$ cat config.mk
export PLATFORM = sky130hd
export DESIGN_NAME = pipelined_addsub
export DESIGN_NICKNAME = d
export VERILOG_FILES = /design/src/rtl/addsub_pkg.sv /design/src/rtl/addsub_segment.sv /design/src/rtl/pipelined_addsub.sv
export SDC_FILE = /design/constraint.sdc
export NUM_CORES = 1
export LEC_CHECK = 0
export ABC_AREA = 1
export CAP_MARGIN = 20
export CORE_MARGIN = 10
export CORE_UTILIZATION = 62
export DETAILED_ROUTE_END_ITERATION = 10
export GPL_ROUTABILITY_DRIVEN = 1
export PLACE_DENSITY_LB_ADDON = 0.05
export SLEW_MARGIN = 40
export SYNTH_ARGS = -nofsm -noshare
export SYNTH_HDL_FRONTEND = slang
export SYNTH_HIERARCHICAL = 1
export SYNTH_SLANG_ARGS = --single-unit
$ cat constraint.sdc
create_clock -name clk -period 59.9 [get_ports clk]
set_input_delay 17.97 -clock clk [delete_from_list [all_inputs] [get_ports clk]]
set_output_delay 17.97 -clock clk [all_outputs]
set_load 0.01 [all_outputs]
$ cat src/rtl/addsub_pkg.sv
// ---------------------------------------------------------------------------
// addsub_pkg
// Shared types and helpers for the pipelined add/subtract unit.
//   addsub_op_e : operation encoding (ADD, SUB, ADC, SBC)
//   nzcv_t      : ARM-style condition flags
//   seg_width() : width of one carry segment
//   config_ok() : legality check of the WIDTH/STAGES pair, used at elaboration
// ---------------------------------------------------------------------------
package addsub_pkg;

    typedef enum logic [1:0] {
        OP_ADD = 2'b00,
        OP_SUB = 2'b01,
        OP_ADC = 2'b10,
        OP_SBC = 2'b11
    } addsub_op_e;

    typedef struct packed {
        logic n;
        logic z;
        logic c;
        logic v;
    } nzcv_t;

    function automatic int seg_width(input int width, input int stages);
        return width / stages;
    endfunction

    // The carry chain is cut into equal segments, so WIDTH must divide evenly.
    function automatic bit config_ok(input int width, input int stages);
        return (stages >= 1) && (width >= 2) && ((width % stages) == 0);
    endfunction

endpackage

$ cat src/rtl/addsub_segment.sv
// ---------------------------------------------------------------------------
// addsub_segment
// Combinational SEG-bit adder slice of the segmented carry chain.
// Ports:
//   a, b   in  SEG  operand slices (b already conditioned for subtraction)
//   cin    in  1    carry into the slice
//   sum    out SEG  slice sum
//   cout   out 1    carry out of the slice's top bit
//   c_msb  out 1    carry into the slice's top bit (overflow = c_msb ^ cout
//                   when this is the most significant slice)
// ---------------------------------------------------------------------------
module addsub_segment #(
    parameter int SEG = 16
) (
    input  logic [SEG-1:0] a,
    input  logic [SEG-1:0] b,
    input  logic           cin,
    output logic [SEG-1:0] sum,
    output logic           cout,
    output logic           c_msb
);

    generate
        if (SEG == 1) begin : g_single_bit
            logic [1:0] full;
            assign full  = {1'b0, a} + {1'b0, b} + {1'b0, cin};
            assign sum   = full[0];
            assign cout  = full[1];
            assign c_msb = cin;
        end else begin : g_multi_bit
            // Split off the top bit so the carry into it is observable.
            logic [SEG-1:0] low;
            logic [1:0]     top;
            assign low   = {1'b0, a[SEG-2:0]} + {1'b0, b[SEG-2:0]} + {{(SEG-1){1'b0}}, cin};
            assign c_msb = low[SEG-1];
            assign top   = {1'b0, a[SEG-1]} + {1'b0, b[SEG-1]} + {1'b0, c_msb};
            assign sum   = {top[0], low[SEG-2:0]};
            assign cout  = top[1];
        end
    endgenerate

endmodule

$ cat src/rtl/pipelined_addsub.sv
// ---------------------------------------------------------------------------
// pipelined_addsub
// Pipelined two's-complement ADD/SUB/ADC/SBC with ARM NZCV flags. The
// WIDTH-bit carry chain is split into STAGES segments, one per clock.
// Latency is STAGES cycles from the accepting edge; throughput 1 op/cycle.
//
// Ports:
//   clk, reset              clock, asynchronous active-high reset
//   flush                   pipeline clear (only with ADDSUB_FLUSH_EN defined)
//   in_valid/in_ready       input handshake
//   in_a, in_b, in_op       operands and operation (00 ADD,01 SUB,10 ADC,11 SBC)
//   in_carry, in_tag        carry-in for ADC/SBC, pass-through tag
//   out_valid/out_ready     output handshake
//   out_sum, out_n/z/c/v    result and flags
//   out_tag                 tag of the result
//
// Optional feature macro: ADDSUB_FLUSH_EN adds the flush port.
// ---------------------------------------------------------------------------
module pipelined_addsub
    import addsub_pkg::*;
#(
    parameter int WIDTH  = 64,
    parameter int STAGES = 4,
    parameter int TAG_W  = 5
) (
    input  logic             clk,
    input  logic             reset,
`ifdef ADDSUB_FLUSH_EN
    input  logic             flush,
`endif
    input  logic             in_valid,
    output logic             in_ready,
    input  logic [WIDTH-1:0] in_a,
    input  logic [WIDTH-1:0] in_b,
    input  logic [1:0]       in_op,
    input  logic             in_carry,
    input  logic [TAG_W-1:0] in_tag,
    output logic             out_valid,
    input  logic             out_ready,
    output logic [WIDTH-1:0] out_sum,
    output logic             out_n,
    output logic             out_z,
    output logic             out_c,
    output logic             out_v,
    output logic [TAG_W-1:0] out_tag
);

    localparam int SEG = seg_width(WIDTH, STAGES);

    generate
        if (!config_ok(WIDTH, STAGES)) begin : g_bad_config
            $error("pipelined_addsub: WIDTH must be >= 2 and divisible by STAGES");
        end
    endgenerate

    // ---------------------------------------------------------------------
    // Handshake
    // ---------------------------------------------------------------------
    logic adv;
    logic flush_now;
    logic in_fire;

`ifdef ADDSUB_FLUSH_EN
    assign flush_now = flush;
`else
    assign flush_now = 1'b0;
`endif

    // One global enable: everything moves unless the result is stuck.
    assign adv      = !out_valid || out_ready;
    assign in_ready = adv && !flush_now;
    assign in_fire  = in_valid && in_ready;

    // ---------------------------------------------------------------------
    // Operand conditioning
    // ---------------------------------------------------------------------
    addsub_op_e       op;
    logic [WIDTH-1:0] b_cond;
    logic             cin;

    assign op = addsub_op_e'(in_op);

    always_comb begin
        b_cond = in_b;
        cin    = 1'b0;
        case (op)
            OP_ADD: begin b_cond = in_b;  cin = 1'b0;     end
            OP_SUB: begin b_cond = ~in_b; cin = 1'b1;     end
            OP_ADC: begin b_cond = in_b;  cin = in_carry; end
            OP_SBC: begin b_cond = ~in_b; cin = in_carry; end
            default: begin b_cond = in_b; cin = 1'b0;     end
        endcase
    end

    // ---------------------------------------------------------------------
    // Pipeline ranks. Rank k holds the operation about to add segment k:
    // operands, carry into segment k, and the lower segments already summed.
    // Consumed operand bits are dead past their segment and get trimmed.
    // ---------------------------------------------------------------------
    logic [STAGES-1:0] valid_reg;
    logic [STAGES-1:0] carry_reg;
    logic [WIDTH-1:0]  a_reg   [STAGES];
    logic [WIDTH-1:0]  b_reg   [STAGES];
    logic [WIDTH-1:0]  sum_reg [STAGES];
    logic [TAG_W-1:0]  tag_reg [STAGES];

    logic [STAGES-1:0][SEG-1:0] seg_sum;
    logic [STAGES-1:0]          seg_cout;
    logic [STAGES-1:0]          seg_cmsb;
    logic [WIDTH-1:0]           sum_next [STAGES];

    generate
        for (genvar gi = 0; gi < STAGES; gi++) begin : g_seg
            addsub_segment #(
                .SEG (SEG)
            ) u_segment (
                .a     (a_reg[gi][gi*SEG +: SEG]),
                .b     (b_reg[gi][gi*SEG +: SEG]),
                .cin   (carry_reg[gi]),
                .sum   (seg_sum[gi]),
                .cout  (seg_cout[gi]),
                .c_msb (seg_cmsb[gi])
            );
        end
    endgenerate

    // Merge each rank's freshly computed segment into its partial sum.
    always_comb begin
        for (int k = 0; k < STAGES; k++) begin
            sum_next[k]              = sum_reg[k];
            sum_next[k][k*SEG +: SEG] = seg_sum[k];
        end
    end

    nzcv_t flags_next;
    nzcv_t flags_reg;

    always_comb begin
        flags_next   = '0;
        flags_next.n = sum_next[STAGES-1][WIDTH-1];
        flags_next.z = (sum_next[STAGES-1] == '0);
        flags_next.c = seg_cout[STAGES-1];
        // Signed overflow: carry into the MSB differs from carry out of it.
        flags_next.v = seg_cmsb[STAGES-1] ^ seg_cout[STAGES-1];
    end

    always_ff @(posedge clk or posedge reset) begin
        if (reset) begin
            valid_reg <= '0;
            carry_reg <= '0;
            for (int k = 0; k < STAGES; k++) begin
                a_reg[k]   <= '0;
                b_reg[k]   <= '0;
                sum_reg[k] <= '0;
                tag_reg[k] <= '0;
            end
            out_valid <= 1'b0;
            out_sum   <= '0;
            flags_reg <= '0;
            out_tag   <= '0;
        end else if (flush_now) begin
            // Only the valid bits matter; stale data is never presented.
            valid_reg <= '0;
            out_valid <= 1'b0;
        end else if (adv) begin
            valid_reg[0] <= in_fire;
            a_reg[0]     <= in_a;
            b_reg[0]     <= b_cond;
            carry_reg[0] <= cin;
            sum_reg[0]   <= '0;
            tag_reg[0]   <= in_tag;
            for (int k = 1; k < STAGES; k++) begin
                valid_reg[k] <= valid_reg[k-1];
                a_reg[k]     <= a_reg[k-1];
                b_reg[k]     <= b_reg[k-1];
                carry_reg[k] <= seg_cout[k-1];
                sum_reg[k]   <= sum_next[k-1];
                tag_reg[k]   <= tag_reg[k-1];
            end
            out_valid <= valid_reg[STAGES-1];
            out_sum   <= sum_next[STAGES-1];
            flags_reg <= flags_next;
            out_tag   <= tag_reg[STAGES-1];
        end
    end

    assign out_n = flags_reg.n;
    assign out_z = flags_reg.z;
    assign out_c = flags_reg.c;
    assign out_v = flags_reg.v;

endmodule

# After elaboration in Yosys (flattened, before gate mapping)
# Index checks and enable logic that the tools add are counted.
[classes] addsub=16 eq_ne=3 n_mux=2 bitwise_logic=2 reduce_logical=8
[ops] op="64-bit one-hot mux with 2 select lines" count=1
[ops] op="15-bit by 15-bit adder with 16-bit output" count=4
[ops] op="16-bit by 1-bit adder with 16-bit output" count=4
[ops] op="64-bit zero test" count=1
[ops] op="64-bit NOT" count=1
[ops] op="1-bit by 1-bit adder with 2-bit output" count=4
[ops] op="2-bit by 1-bit adder with 2-bit output" count=4
[ops] op="2-bit OR reduction" count=3
[ops] op="2-bit equality test, second input constant" count=2
[ops] op="1-bit one-hot mux with 3 select lines" count=1
[ops] op="2-bit by 1-bit equality test with 1-bit output, second input constant" count=1
[ops] op="2-bit zero test" count=1
[ops] op="1-bit logical AND" count=1
[ops] op="1-bit zero test" count=1
[ops] op="1-bit logical OR" count=1
[ops] op="1-bit XOR" count=1
[word_totals] regBits=710 input_bits=140 out_inout_bits=75

# Logic depth before layout (Yosys ltp)
[depth] depth_word=4 ltp_mapped=17

# Cells and area by module
# Netlist, hierarchy kept.
[modules_own_cells] mod="pipelined_addsub" instances=1 cells_each=2120 area_each_um2=20050.5 seq_area_each_um2=12937.4
[modules_own_cells] mod="addsub_segment (g_seg[1].u_segment ...)" instances=2 cells_each=187 area_each_um2=1012.2 seq_area_each_um2=0.0
[modules_own_cells] mod="addsub_segment (g_seg[3].u_segment)" instances=1 cells_each=187 area_each_um2=1029.7 seq_area_each_um2=0.0
[modules_own_cells] mod="addsub_segment (g_seg[0].u_segment)" instances=1 cells_each=187 area_each_um2=1022.2 seq_area_each_um2=0.0

# Least setup slack after synthesis
# No wires, ideal clock.
[synth_timing] path_type="input port to output port" from="input port out_ready" to="output port in_ready" arrival_ns=18.408 setup_slack_ns=23.522 cell_stages=4 path_buffers=2 cell_sequence="inv_2 -> nand2_4 -> buf_2 -> buf_2"
[synth_via] elab_chain_len=1
[synth_rtl] item="from (decl)" line="pipelined_addsub.sv:39" source="input logic out_ready,"
[synth_rtl] item="1-bit logical OR" line="pipelined_addsub.sv:70" source="assign adv = !out_valid || out_ready;"
[synth_rtl] item="to (decl)" line="pipelined_addsub.sv:32" source="output logic in_ready,"
# Every way passes these cells.

# Worst setup path after layout
# Same ends and word-level chain as after synthesis.

==> impl_metrics.csv <==
group,metric,value,unit
cts,clock_sinks,517,
worst_setup_path,critPathMaxFanout,129,
die,fp.dieArea,47200,µm²
pwr,peakVddDrop,0.0262,mV
final_layout,drive_gt1_frac,0.0630,
logic_synthesis,syn_avg_cell_area,8.42,µm²
pwr,powerDensity,55.8,nW/µm²
worst_setup_path,cp.arrival,19740,ps
drt,via_count,18067,
drt,wl,52.3,mm
worst_setup_path,start_kind,"input port",
sta,relSlewSlack,0.469,
final_layout,synthToLayoutAreaGrowth,16.4,%
global_route,grt_max_degree,221,
worst_setup_path,critPathKind,"input port to output pin",
sta,slew_viol_final,0,
pwr,p_leak,14.3,nW
sta,period_share,0.630,
logic_synthesis,synth_area,24100,µm²
sta,finalHoldViolations,0,
drt,drtIter0Drc,1387,
cts,cts_tree,"built",
worst_setup_path,cp-end-kind,"output pin",
drt,first_pass_iters,5,
sta,max_freq,26.5,MHz
status,status,"completed",
worst_setup_path,worst-r2r-cell-count,6,
sta,finalSetupViolations,0,
final_layout,antennaDiodeCount,0,
run,max_cap_violations,0,
cts,clock_latency,590,ps
placed_design,post-place-ws,22160,ps
sta,setup_tns,0,ps
logic_synthesis,syn_nets,3070,
drt,viasPerCell,5.05,
placed_design,gp_congestion,0.876,
placed_design,post-dp-hpwl,36.4,mm
sta,rsz0062_at_grt,"no",
sta,finalClockSkew,16.3,ps
global_route,grt_pass1_wl,88.1,mm
logic_synthesis,ys.warnings.count,6,
worst_setup_path,required,41930,ps
logic_synthesis,synthCells,2862,
sta,tightest_slew,797,ps
final_layout,finalInstanceArea,28100,µm²
cts,h-tree-depth,2,
drt,drc,0,
min_path,holdCritPathClass,"flip-flop to flip-flop",
global_route,gr-usage-all-layers,0.225,
placed_design,io_buffers,214,
global_route,grt_pass1_vias,17780,
cts,cts_resized,0,
sta,post-route-min-period,37710,ps
die,initial_core_util,0.625,
pwr,total_power,1.57,mW
final_layout,final_nets,3230,
die,fp.dieW,217,µm
cts,postCtsSetupRepairBufs,0,
cts,clk_path_buf_depth,3,
die,fp.dieH,217,µm
cts,postCtsHoldBufs,0,
global_route,grt-ovfl-total,0,
die,fp-row-count,72,
global_route,grt_antenna_before_repair,0,
placed_design,post_dp_cell_area,26300,µm²
drt,avgRoutedWirePerCell,14.6,µm
die,io_pins,215,
drt,drtAntennaViolNets,0,
die,core-area,38600,µm²
sta,setup_ws,22190,ps
cts,cts_root_buffer,"clkbuf_16",
cts,path_clk_slew,60,ps
min_path,min_delay_path_depth,2,
cts,numCtsBuffers,52,
==> report_power, final <==
part	internal (mW)	switching [mW]	total, mW	leakage [nW]
combinational	0.253	0.406	0.659	7.12
sequential	0.503	0.0798	0.582	6.30
clock	0.192	0.133	0.325	0.871
==> worst paths after layout <==
check,startpoint,end,slack [ps]
worst max-delay path,out_ready,in_ready,22190
worst min register to register,valid_reg[3],out_valid,460
worst max register to register,out_valid,out_sum[2],56880
min in group asynchronous,reset,b_reg[197],17890
max in group asynchronous,reset,sum_next[40],40300
worst min-delay path,valid_reg[3],out_valid,460
==> routing by layer <==
metal,up-vias,part of all wire,global-route usage
met4,0,0.017,0.0557
met2,348,0.47,0.366
met3,63,0.049,0.0395
met1,8529,0.46,0.308
li1,9127,-,-
met5,-,0,0
==> area by class of cell <==
cell class	count	area [µm²]
flip-flops and latches	517	12900
fillers	3081	10500
multi-input cells	1908	9200
repair buffers	228	2330
clock buffers	79	1590
inverters	315	1200
well taps	518	648
clock inverters	16	145
==> placed cells by master (no fill, tap or decap), types with 2 or more instances in the layout <==
cell type        instances
clkdlybuf4s50_1        213
nor2_1                  68
nand3_1                 37
a21boi_1                 4
bufinv_16                2
nand4_1                 13
clkinv_4                 2
inv_1                  299
inv_6                    2
nand2_1               1192
nand2_2                 30
or2_1                    4
o21ai_1                135
a21oi_1                 20
o21bai_4                 4
inv_2                   14
clkbuf_1                 9
clkbuf_16               53
clkbuf_8                17
nor3_2                   8
buf_6                    7
ha_1                    56
nor2_2                  13
a21oi_2                  4
or2_2                    2
fa_1                    12
clkinv_2                10
and2_1                   4
buf_12                   3
xor2_1                  16
o21ai_0                196
nand3_2                 14
xnor2_1                 73
buf_4                    4
dfrtp_1                517
==> through the flow <==
stage | hold slack [ps] | std cells | utilization
finish | 456 | 3581 | 0.728
floorplan | 420 | 2862 | -
global route | 479 | 3581 | 0.728
global placement | 446 | 3484 | 0.680
CTS | 461 | 3580 | 0.727
detailed placement | 443 | 3485 | 0.681
==> worst max-delay path, cell delays in order <==
cell and delay, ps:
clkdlybuf4s50_1 470, inv_2 60, nand2_8 470, clkdlybuf4s50_1 730
No activity file was read; power rests on OpenSTA's default activity.
